[config.mk]
export PLATFORM = sky130hd
export DESIGN_NAME = inv_mixcolumns_seq
export DESIGN_NICKNAME = d
export VERILOG_FILES = /design/src/rtl/aes_pkg.sv /design/src/rtl/inv_mixcolumn.sv /design/src/rtl/inv_mixcolumns_seq.sv
export SDC_FILE = /design/constraint.sdc
export NUM_CORES = 1
export LEC_CHECK = 0
export ABC_AREA = 1
export CAP_MARGIN = 0
export CORE_ASPECT_RATIO = 0.8
export CORE_MARGIN = 4
export CORE_UTILIZATION = 30
export CTS_BUF_LIST = sky130_fd_sc_hd__clkbuf_8 sky130_fd_sc_hd__clkbuf_16
export CTS_CLUSTER_DIAMETER = 30
export DETAILED_ROUTE_END_ITERATION = 8
export GPL_TIMING_DRIVEN = 0
export HOLD_SLACK_MARGIN = 0.12
export REMOVE_ABC_BUFFERS = 1
export SYNTH_ARGS = -nofsm -noshare
export SYNTH_HDL_FRONTEND = slang
export SYNTH_HIERARCHICAL = 1
export SYNTH_SLANG_ARGS = --single-unit
[constraint.sdc]
create_clock -name clk -period 3.02 [get_ports clk]
set_input_delay 0.604 -clock clk [delete_from_list [all_inputs] [get_ports clk]]
set_output_delay 0.604 -clock clk [all_outputs]
set_load 0.03 [all_outputs]
[src/rtl/aes_pkg.sv]
// aes_pkg: shared AES widths, GF(2^8) xtime helper and InvMixColumns FSM states
package aes_pkg;
    localparam int AES_STATE_W = 128;
    localparam int AES_COL_W = 32;
    localparam int AES_NUM_COLS = 4;
    typedef enum logic [1:0] {IDLE, BUSY, DONE} inv_mc_state_t;
    function automatic logic [7:0] xtime(input logic [7:0] b);
        return {b[6:0], 1'b0} ^ (b[7] ? 8'h1b : 8'h00);
    endfunction
endpackage

[src/rtl/inv_mixcolumn.sv]
// inv_mixcolumn: combinational AES InvMixColumns on one 32-bit column (row r at [8r+7:8r])
module inv_mixcolumn
    import aes_pkg::*;
(
    input  logic [AES_COL_W-1:0] col_in,
    output logic [AES_COL_W-1:0] col_out
);
    logic [7:0] m9 [4];
    logic [7:0] mb [4];
    logic [7:0] md [4];
    logic [7:0] me [4];
    for (genvar i = 0; i < 4; i++) begin : g_mul
        logic [7:0] a, x2, x4, x8;
        assign a = col_in[8*i +: 8];
        assign x2 = xtime(a);
        assign x4 = xtime(x2);
        assign x8 = xtime(x4);
        assign m9[i] = x8 ^ a;
        assign mb[i] = x8 ^ x2 ^ a;
        assign md[i] = x8 ^ x4 ^ a;
        assign me[i] = x8 ^ x4 ^ x2;
    end
    // each output row rotates the 0e/0b/0d/09 coefficient pattern by one
    for (genvar r = 0; r < 4; r++) begin : g_row
        assign col_out[8*r +: 8] = me[r] ^ mb[(r+1)%4] ^ md[(r+2)%4] ^ m9[(r+3)%4];
    end
endmodule

[src/rtl/inv_mixcolumns_seq.sv]
// inv_mixcolumns_seq: iterative InvMixColumns, one column per clock between two valid/ready handshakes
module inv_mixcolumns_seq
    import aes_pkg::*;
(
    input  logic                   clk,
    input  logic                   rst_n,
    input  logic                   in_valid,
    output logic                   in_ready,
    input  logic [AES_STATE_W-1:0] state_in,
    output logic                   out_valid,
    input  logic                   out_ready,
    output logic [AES_STATE_W-1:0] state_out
);
    inv_mc_state_t state, nxt;
    logic [1:0] col;
    logic [AES_STATE_W-1:0] st;
    logic [AES_COL_W-1:0] col_sel, col_res;

    assign col_sel = st[{col, 5'd0} +: AES_COL_W];
    inv_mixcolumn u_core (.col_in(col_sel), .col_out(col_res));

    assign in_ready = state == IDLE;
    assign out_valid = state == DONE;
    assign state_out = st;

    always_comb begin
        nxt = state;
        nxt = state == IDLE ? (in_valid ? BUSY : IDLE) :
              state == BUSY ? (col == 2'd3 ? DONE : BUSY) :
              (out_ready ? IDLE : DONE);
    end

    always_ff @(posedge clk or negedge rst_n) begin
        if (!rst_n) begin
            state <= IDLE;
            col <= '0;
            st <= '0;
        end else begin
            state <= nxt;
            if (state == IDLE && in_valid) begin
                st <= state_in;
                col <= '0;
            end else if (state == BUSY) begin
                st[{col, 5'd0} +: AES_COL_W] <= col_res;
                if (col != 2'd3) col <= col + 2'd1;
            end
        end
    end
endmodule

==> key figures, run 1 <==
Outcome
  – Status: finished, violations left
  – Failing checks: setup timing

Synthesis
  – Ys Warns: 6
  – Mapped Cells: roughly 2200
  – Yosys top cell area share: around 28%
  – Post-synthesis sequential area ratio: a little over a quarter
  – Syn Area/Cell: just under 6 um2
  – Dominant cell type by area after synthesis: nand2_1
  – Yosys cell types: 30
  – Synth area leaders: nand2_1 (28%), dfrtp_1 (26%), nand3_1 (12%)
  – #FFs+latches synth: 132
  – Mapped Area: approximately 13000 um2

GRT
  – Global Route Usage Sum: about a quarter
  – Antenna violations before repair: 2
  – Largest net degree at the start of global routing: 100
  – First-pass GRT wire length: between 80 and 90 mm
  – Vias in the first global route: 14546
  – Total global routing overflow: 0

Worst setup path
  – CP Class: reg -> reg
  – CP max FO: 6
  – Worst EP required: roughly 3.4 ns
  – Critical path arrival: roughly 3.4 ns
  – Crit path launch type: flip-flop
  – CP Capture Type: flip-flop
  – Reg2reg path depth: 25

Clock network
  – Clock Tree Buf Depth: 2
  – CTS root buf: clkbuf_16
  – CTS Buf Count: 17
  – Clock transition at path regs: around 0.06 ns
  – Skew-Pair Late Insertion Delay: 0.47 ns
  – Hold_buf cts: 0
  – # clock sinks: 132
  – H-tree depth: 4
  – CTS tree: yes

Die
  – Io pins: about 260
  – Die Area: 45100 um2
  – Die Ht: around 190 um
  – Die width: 237 um
  – Starting Density: a little under a third
  – Row cnt: between 60 and 70
  – Core area: slightly above 40000 um2

Routing
  – First drt pass iteration count: 5
  – DRT Wirelength: 65.0 mm
  – Drt wl/cell: approximately 21 um
  – # DRC: 0
  – Drt initial violations: about 1600
  – DR vias: 15946
  – Number of vias per cell: a little over 5
  – Post-route ant nets: 0

Final layout
  – Area growth syn-to-layout: 64.4%
  – Layout net count: between 2000 and 3000
  – Layout cells sized above 1: roughly 28%
  – ANT cells: 0
  – Final Cell Area: between 20000 and 25000 um2

Timing
  – Least-Margin Pin Slew: ~0.94 ns
  – Post-Route Skew: roughly 0.017 ns
  – Final hold vios: 0
  – Minimum clock period: between 3 and 4 ns
  – Final Max Tran Viols: 0
  – Peak Freq: roughly 330 MHz
  – RSZ-0062 raised after global routing: yes
  – Worst slew margin: 37.4%
  – Final setup violation count: 8
  – Fin crit share: 101%
  – Final setup margin: -0.0300 ns

Placement
  – Placed Area: 15600 um2
  – Port bufs: 261
  – Worst slack at placement: -1.97 ns
  – Routability cong.: ~0.99
  – HPWL after detailed placement: ~40 mm

Run
  – Maxcap violations: 0

Hold path
  – Worst min path class: in -> async
area by class of cell:
class,instances,area [um2]
inverters,257,1090
flip-flops and latches,132,3310
multi-input cells,1663,9940
clock buffers,20,467
clock inverters,12,114
well taps,544,681
fillers,4005,20400
repair buffers,452,4950
repair inverters,4,60.1
state kept, by name, indices dropped and copies added (netlist names):
register	flops
state_out	128
col	2
state	2
repair_timing:
item	in CTS	in global routing
buffers inserted	87	81
endpoints found under the setup margin	128	123
resized for setup	189	458
gates cloned	3	12
pin swaps	50	176
logic make-up (layout without fill, tap and decap cells):
kind of cell,after synthesis,count (layout),synth area share [%]
AOI/OAI and AO/OA,103,103,4.48
buffers and inverters,371,745,12.6
and+or+nand+nor,1437,1437,47.1
xor gates and xnor gates,117,117,8.83
DFF,132,132,26.4
adders and majority gates,6,6,0.599
through the flow:
step / util [%] / TNS, ns / std cells / hold slack [ns]
after detailed placement: 38.1 / -211.92 / 2869 / 0.491
after CTS: 43.9 / -1.40 / 2991 / 0.203
after global routing: 50.3 / -6.76 / 3084 / 0.240
after global placement: 37.2 / -1520.32 / 2857 / 0.483
final: 50.3 / -0.123 / 3084 / 0.174
after floorplan: - / -278.61 / 2052 / 0.308
layout by cell type (no fill, tap or decap), types with 30 or more instances in the layout:
master,synthesis,layout
nand2_1,942,791
nand3_1,299,262
clkdlybuf4s50_1,0,259
inv_1,238,192
dfrtp_1,132,130
nand2_2,31,129
buf_4,13,112
nor2_1,145,79
nor2_2,1,49
inv_2,12,47
nand2_4,1,45
xor2_1,76,40
nand3_2,0,37
buf_12,0,35
o21ai_1,0,30
routing by layer:
metal / vias to the layer above / track usage, % / wire (um)
li1: 7353 / - / -
met1: 7694 / 37.4 / 28500
met2: 780 / 40.0 / 28700
met3: 117 / 5.48 / 6060
met4: 2 / 6.80 / 1730
met5: - / 0 / 55
Yosys cell counts (all sizes together):
cell type and number:
or2 3, clkbuf 51, o21ai 68, a21oi 1
nand3 299, buf 63, nand3b 7, xnor2 35
inv 256, nand2 974, clkinv 1, o22ai 34
nand4 7, ha 6, dfrtp 132, nand2b 1
nor2 146, xor2 82
critical path: stages, from the launching register on:
cell	delay, ns
dfrtp_4	0.51
buf_12	0.17
inv_16	0.10
buf_16	0.15
nor2_2	0.06
o22ai_4	0.26
inv_2	0.14
buf_4	0.16
nand2_1	0.10
nand2_2	0.09
nand2_2	0.09
nand2_4	0.09
inv_1	0.09
nand2_1	0.08
nand2_1	0.07
nand3_1	0.08
nand2_1	0.08
nand2_1	0.05
nand2_1	0.07
inv_1	0.06
inv_1	0.08
nor2_1	0.04
nand2_1	0.09
nand2_1	0.05
nand3_1	0.08
nand2_1	0.07
final timing paths:
check | startpoint | to | slack [ns]
min in group clk | state_out[24]$_DFFE_PN0P_ | state_out[24]$_DFFE_PN0P_ | 0.51
hold / removal | rst_n | state_out[53]$_DFFE_PN0P_ | 0.17
hold reg to reg | state_out[24]$_DFFE_PN0P_ | state_out[24]$_DFFE_PN0P_ | 0.51
max in group asynchronous | rst_n | state_out[46]$_DFFE_PN0P_ | 2.03
setup / recovery | col[0]$_DFFE_PN0P_ | state_out[93]$_DFFE_PN0P_ | -0.03
setup reg to reg | col[0]$_DFFE_PN0P_ | state_out[93]$_DFFE_PN0P_ | -0.03
Power of run 1 is left out: the tool's default activity adds up to more than one toggle a clock period on the data nets, which glitch-free logic cannot reach.
==> run 2: changes to the inputs <==
--- a/config.mk
+++ b/config.mk
@@ -13,8 +13,9 @@
 export CTS_BUF_LIST = sky130_fd_sc_hd__clkbuf_8 sky130_fd_sc_hd__clkbuf_16
 export CTS_CLUSTER_DIAMETER = 30
 export DETAILED_ROUTE_END_ITERATION = 8
-export GPL_TIMING_DRIVEN = 0
+export GPL_TIMING_DRIVEN = 1
 export HOLD_SLACK_MARGIN = 0.12
+export PLACE_DENSITY = 0.55
 export REMOVE_ABC_BUFFERS = 1
 export SYNTH_ARGS = -nofsm -noshare
 export SYNTH_HDL_FRONTEND = slang
==> key figures, run 2 (same netlist as run 1, synthesis figures left out) <==
Final layout
  – Layout net count: 2687 (was 2665)
  – Layout cells sized above 1: 18.1% (was 27.6%)
  – Commonest non-fill, non-tap cell in the layout: nand2_1 (unchanged)
  – Most frequent cells in the layout: nand2_1 (879), nand3_1 (288), clkdlybuf4s50_1 (259) (was nand2_1 (791), nand3_1 (262), clkdlybuf4s50_1 (259))
  – Number of flip-flops under the largest register name: 128 (unchanged)
  – Final Non-Filler Cells: 3106 (was 3084)
  – # fillers: 4363 (was 4005)
  – ANT cells: 0 (unchanged)
  – Area growth syn-to-layout: 48.8% (was 64.4%)

Hold path
  – Hold Path End: state_out[72]$_DFFE_PN0P_
  – Hold Crit Start: state_out[72]$_DFFE_PN0P_
  – WHS Path Cells: 2
  – Worst min path class: reg -> reg (was in -> async)

Routing
  – Drt wl/cell: 20.1 um (was 21.1 um)
  – First drt pass iteration count: 6 (was 5)
  – Drt initial violations: 1419 (was 1560)
  – DR vias: 15621 (was 15946)
  – DRT Wirelength: 62.4 mm (was 65.0 mm)
  – Number of vias per cell: 5.03 (was 5.17)
  – Post-route ant nets: 0 (unchanged)
  – # DRC: 0 (unchanged)

Worst setup path
  – CP Capture Type: flip-flop (unchanged)
  – CP max stage cell: dfrtp_2 (was dfrtp_4)
  – Worst EP required: 3.42 ns (was 3.36 ns)
  – CP peak stage delay: 0.49 ns (was 0.51 ns)
  – CP max FO: 17 (was 6)
  – Worst-path cell chain: inv_8, buf_16, nor2_1, o22ai_2, buf_6, inv_2, nand2_1, nand2_1, buf_4, xor2_1, xor2_1, xor2_2, inv_1, nor2_1, nand4_1, nand2_1
  – CP Class: reg -> reg (unchanged)
  – Reg2reg start: col[0]$_DFFE_PN0P_ (unchanged)
  – Crit path launch type: flip-flop (unchanged)
  – Reg2reg end: state_out[32]$_DFFE_PN0P_ (was state_out[93]$_DFFE_PN0P_)
  – Critical path arrival: 3.43 ns (was 3.39 ns)
  – Cell mode on critical path: nand2_1 (unchanged)
  – FF-to-FF setup slack: -0.004 ns (was -0.03 ns)
  – Reg2reg path depth: 16 (was 25)

Timing
  – Peak Freq: 331 MHz (was 328 MHz)
  – Hold WS: 0.506 ns (was 0.174 ns)
  – Fin crit share: 100% (was 101%)
  – Final setup violation count: 1 (was 8)
  – Final hold vios: 0 (unchanged)
  – Minimum clock period: 3.02 ns (was 3.05 ns)
  – RSZ-0062 raised after global routing: yes (unchanged)
  – Final Max Tran Viols: 0 (unchanged)
  – Post-Route Skew: 0.00888 ns (was 0.0166 ns)
  – Least-Margin Pin Slew: 0.872 ns (was 0.937 ns)
  – Final setup margin: -0.00413 ns (was -0.0300 ns)
  – Worst slew margin: 41.8% (was 37.4%)

Clock network
  – CTS root buf: clkbuf_16 (unchanged)
  – H-tree depth: 4 (unchanged)
  – Clock Tree Buf Depth: 2 (unchanged)
  – # clock sinks: 132 (unchanged)
  – CTS Buf Count: 17 (unchanged)
  – CTS tree: yes (unchanged)
  – Clock transition at path regs: 0.06 ns (about the same)
  – Skew-Pair Late Insertion Delay: 0.47 ns (about the same)

GRT
  – First-pass GRT wire length: 88.6 mm (was 89.8 mm)
  – Global Route Usage Sum: 25.7% (was 26.1%)
  – Largest net degree at the start of global routing: 71 (was 100)
  – Antenna violations before repair: 0 (was 2)
  – Vias in the first global route: 14556 (was 14546)
  – Total global routing overflow: 0 (unchanged)

Placement
  – Port bufs: 261 (unchanged)
  – Number of instances in the placed design: 3021 (was 2869)
  – Worst slack at placement: -0.263 ns (was -1.97 ns)
  – Routability cong.: 0.999 (was 0.989)
  – HPWL after detailed placement: 43.5 mm (was 40.2 mm)

Die
  – Die Ht: 191 um (unchanged)
  – Starting Density: 30.6% (unchanged)
  – Io pins: 262 (unchanged)
  – Row cnt: 66 (unchanged)
  – Core area: 41000 um2 (unchanged)
  – Die Area: 45100 um2 (unchanged)
  – Die width: 237 um (unchanged)

Outcome
  – Status: finished, violations left (unchanged)
  – Failing checks: setup timing (unchanged)

Run
  – Maxcap violations: 0 (unchanged)
==> run 2: cell types whose count changed in the layout (fill, tap and decap cells not counted), moves of 26 or more <==
| cell | change |
|---|---|
| buf_4 | +67 |
| nand3_1 | +26 |
| nor2_1 | +38 |
| o21ai_0 | +37 |
| inv_1 | +36 |
| nand2_1 | +88 |
| inv_2 | -27 |
| nand3_2 | -26 |
| nand2_2 | -60 |
==> run 2: worst max path at each step <==
| stage | from | endpoint | slack (ns) | cells after the start |
|---|---|---|---|---|
| 2_1_floorplan | state[0]$_DFF_PN0_ | state_out[67]$_DFFE_PN0P_ | -2.67 | 6 |
| 6_report | col[0]$_DFFE_PN0P_ | state_out[32]$_DFFE_PN0P_ | -0.004 | 16 |
| 3_3_place_gp | col[0]$_DFFE_PN0P_ | state_out[63]$_DFFE_PN0P_ | -0.22 | 16 |
| 3_5_place_dp | col[0]$_DFFE_PN0P_ | state_out[63]$_DFFE_PN0P_ | -0.26 | 16 |
| 5_1_grt | col[0]$_DFFE_PN0P_ | state_out[77]$_DFFE_PN0P_ | -0.18 | 25 |
| 4_1_cts | col[0]$_DFFE_PN0P_ | state_out[32]$_DFFE_PN0P_ | -0.004 | 16 |
==> run 2: per-layer routing <==
metal	GRT usage [%]	vias up	share of wire (%)
li1	-	7412	-
met5	0	-	0
met4	8.22	0	2.8
met2	39.1	686	43
met3	4.83	102	8.1
met1	36.7	7421	46
==> run 2: stage by stage <==
| step | area (um2) | TNS (ns) | util, % |
|---|---|---|---|
| 2_1_floorplan | 11900 | -278.61 | - |
| 3_3_place_gp | 16600 | -0.750 | 40.5 |
| 3_5_place_dp | 16600 | -0.935 | 40.5 |
| 4_1_cts | 17400 | -0.00805 | 42.4 |
| 5_1_grt | 18600 | -5.43 | 45.5 |
| 6_report | 18600 | -0.00413 | 45.5 |
==> run 2: final cells by class <==
cell class                 count  area, um2  share of cell area [%]
multi-input combinational   1663       8470                    45.4
timing repair buffer         478       4600                    24.6
sequential                   132       3300                    17.7
inverter                     257       1010                    5.41
tap                          544        681                    3.65
clock buffer                  21        480                    2.58
clock inverter                11        110                   0.590
==> run 2: timing repair <==
action	CTS	global route
hold buffers	1	0
resized for setup	19	213
pin swaps	0	42
endpoints found under the hold margin	23	0
setup endpoints to repair	19	120
gates cloned	2	10
buffers inserted	4	36
==> run 2: worst max-delay path, delay by kind of cell, from the launching register on <==
kind            cells  cell delay (ns)
compound gates      1             0.28
xor+xnor            3             0.73
buf+inv             6             0.86
flops               1             0.49
simple gates        6             0.58
Power of run 2 is left out for the same reason.
==> run 3: changes to the inputs <==
--- a/config.mk
+++ b/config.mk
@@ -7,7 +7,7 @@
 export LEC_CHECK = 0
 export ABC_AREA = 1
 export CAP_MARGIN = 0
-export CORE_ASPECT_RATIO = 0.8
+export CORE_ASPECT_RATIO = 0.6
 export CORE_MARGIN = 4
 export CORE_UTILIZATION = 30
 export CTS_BUF_LIST = sky130_fd_sc_hd__clkbuf_8 sky130_fd_sc_hd__clkbuf_16
==> constraint.sdc (replaced) <==
create_clock -name clk -period 3.02 [get_ports clk]
set_input_delay 0.604 -clock clk [delete_from_list [all_inputs] [get_ports clk]]
set_output_delay 0.604 -clock clk [all_outputs]
set_load 0.05 [all_outputs]
==> key figures, run 3 (same netlist as run 1, synthesis figures left out) <==
Worst setup path
  – Reg2reg path depth: 24 (was 16)
  – CP max stage cell: dfrtp_4 (was dfrtp_2)
  – Reg2reg start: col[0]$_DFFE_PN0P_ (unchanged)
  – CP peak stage delay: 0.55 ns (was 0.49 ns)
  – FF-to-FF setup slack: -0.006 ns (was -0.004 ns)
  – Buf/Inv on CP: 9 (was 6)
  – Worst-path cell chain: clkinv_8, buf_12, buf_8, nor2_1, o22ai_1, buf_4, inv_6, nand2_2, nand2_4, buf_4, nand2_2, nand3_2, nand2_2, xor2_1, buf_4, inv_1, nand2_1, nand2_2, inv_2, nor2_1, nand2_1, nand2_1, nand3_1, nand2_1 (was inv_8, buf_16, nor2_1, o22ai_2, buf_6, inv_2, nand2_1, nand2_1, buf_4, xor2_1, xor2_1, xor2_2, inv_1, nor2_1, nand4_1, nand2_1)
  – CP max FO: 7 (was 17)
  – Crit path launch type: flip-flop (unchanged)
  – CP Capture Type: flip-flop (unchanged)
  – CP top delay family: buffers and inverters (unchanged)
  – Worst EP required: 3.36 ns (was 3.42 ns)
  – Reg2reg end: state_out[69]$_DFFE_PN0P_ (was state_out[32]$_DFFE_PN0P_)
  – CP Class: reg -> reg (unchanged)
  – Critical path arrival: 3.37 ns (was 3.43 ns)

Clock network
  – Skew-Pair Late Insertion Delay: 0.45 ns (was 0.47 ns)
  – CTS Buf Count: 17 (unchanged)
  – Clock Tree Buf Depth: 2 (unchanged)
  – Clock transition at path regs: 0.06 ns (about the same)
  – CTS tree: yes (unchanged)
  – CTS root buf: clkbuf_16 (unchanged)
  – Hold_buf cts: 0 (was 1)
  – # clock sinks: 132 (unchanged)
  – H-tree depth: 4 (unchanged)

Routing
  – DRT Wirelength: 63.9 mm (was 62.4 mm)
  – Drt initial violations: 1532 (was 1419)
  – Drt wl/cell: 20.2 um (was 20.1 um)
  – Post-route ant nets: 0 (unchanged)
  – Number of vias per cell: 4.96 (was 5.03)
  – # DRC: 0 (unchanged)
  – DR vias: 15711 (was 15621)
  – First drt pass iteration count: 7 (was 6)

Die
  – Die width: 272 um (was 237 um)
  – Die Area: 45200 um2 (was 45100 um2)
  – Core area: 40900 um2 (was 41000 um2)
  – Die Ht: 166 um (was 191 um)
  – Row cnt: 57 (was 66)
  – Io pins: 262 (unchanged)
  – Starting Density: 30.7% (was 30.6%)

Final layout
  – Final Cell Area: 20000 um2 (was 18600 um2)
  – Layout cells sized above 1: 25.6% (was 18.1%)
  – Commonest non-fill, non-tap cell in the layout: nand2_1 (unchanged)
  – Most frequent cells in the layout: nand2_1 (808), nand3_1 (276), clkdlybuf4s50_1 (258) (was nand2_1 (879), nand3_1 (288), clkdlybuf4s50_1 (259))
  – Layout net count: 2735 (was 2687)
  – Area growth syn-to-layout: 59.3% (was 48.8%)
  – Number of flip-flops under the largest register name: 128 (unchanged)

Placement
  – HPWL after detailed placement: 47.6 mm (was 43.5 mm)
  – Port bufs: 261 (unchanged)
  – Placed Area: 16900 um2 (was 16600 um2)
  – Routability cong.: 0.986 (was 0.999)
  – Worst slack at placement: -0.109 ns (was -0.263 ns)

Timing
  – Post-Route Skew: 0.0152 ns (was 0.00888 ns)
  – Minimum clock period: 3.03 ns (was 3.02 ns)
  – Final setup margin: -0.00558 ns (was -0.00413 ns)
  – RSZ-0062 raised after global routing: yes (unchanged)
  – Peak Freq: 331 MHz (about the same)
  – Least-Margin Pin Slew: 0.929 ns (was 0.872 ns)
  – Final setup violation count: 1 (unchanged)
  – Final Max Tran Viols: 0 (unchanged)
  – Fin crit share: 100% (about the same)
  – Worst slew margin: 38.0% (was 41.8%)
  – Final hold vios: 0 (unchanged)

Outcome
  – Status: finished, violations left (unchanged)
  – Failing checks: setup timing (unchanged)

GRT
  – Antenna violations before repair: 1 (was 0)
  – First-pass GRT wire length: 90.4 mm (was 88.6 mm)
  – Vias in the first global route: 14188 (was 14556)
  – Global Route Usage Sum: 26.2% (was 25.7%)
  – Total global routing overflow: 0 (unchanged)
  – Largest net degree at the start of global routing: 76 (was 71)

Hold path
  – Worst min path class: in -> async (was reg -> reg)

Run
  – Maxcap violations: 0 (unchanged)
-- run 3: changes by cell type in the layout (fill, tap and decap cells not counted), sizes merged, moves of 2 or more --
| cell | change |
|---|---|
| buf | +49 |
| inv | -7 |
| clkinvlp | +5 |
| bufinv | +2 |
-- run 3: how the worst max path moves through the flow --
stage / from / end / slack, ns / cells after the start
2_1_floorplan: state[0]$_DFF_PN0_ / state_out[67]$_DFFE_PN0P_ / -2.91 / 6
3_3_place_gp: col[0]$_DFFE_PN0P_ / state_out[50]$_DFFE_PN0P_ / -0.08 / 19
3_5_place_dp: col[0]$_DFFE_PN0P_ / state_out[90]$_DFFE_PN0P_ / -0.11 / 20
4_1_cts: col[0]$_DFFE_PN0P_ / state_out[69]$_DFFE_PN0P_ / -0.008 / 24
5_1_grt: col[0]$_DFFE_PN0P_ / state_out[47]$_DFFE_PN0P_ / -0.15 / 20
6_report: col[0]$_DFFE_PN0P_ / state_out[69]$_DFFE_PN0P_ / -0.006 / 24
-- run 3: layout make-up --
class / instances / area, um2
inverters: 257 / 1040
multi-input cells: 1663 / 9190
clock buffers: 19 / 453
flip-flops and latches: 132 / 3310
diodes: 1 / 2.50
fillers: 4187 / 20900
repair buffers: 526 / 5100
well taps: 560 / 701
clock inverters: 12 / 180
-- run 3: metal layers --
metal,track usage [%],share of wire (%)
met2,36.8,41
met4,4.04,1.1
met1,40.0,47
met3,7.91,10
met5,0,0
-- run 3: timing repair --
| action | 4_1_cts | 5_1_grt |
|---|---|---|
| buffers inserted | 4 | 58 |
| resized for setup | 14 | 442 |
| gates cloned | 0 | 7 |
| endpoints found under the setup margin | 31 | 123 |
| pin swaps | 1 | 99 |
-- run 3: through the flow --
| stage | hold slack, ns | cells | util [%] | TNS, ns |
|---|---|---|---|---|
| CTS | 0.205 | 3104 | 43.2 | -0.00837 |
| global route | 0.215 | 3169 | 48.9 | -5.47 |
| global placement | 0.496 | 3069 | 41.4 | -0.592 |
| detailed placement | 0.502 | 3069 | 41.4 | -0.711 |
| finish | 0.180 | 3170 | 48.9 | -0.00558 |
| floorplan | 0.308 | 2052 | - | -310.12 |
Power of run 3 is left out for the same reason.
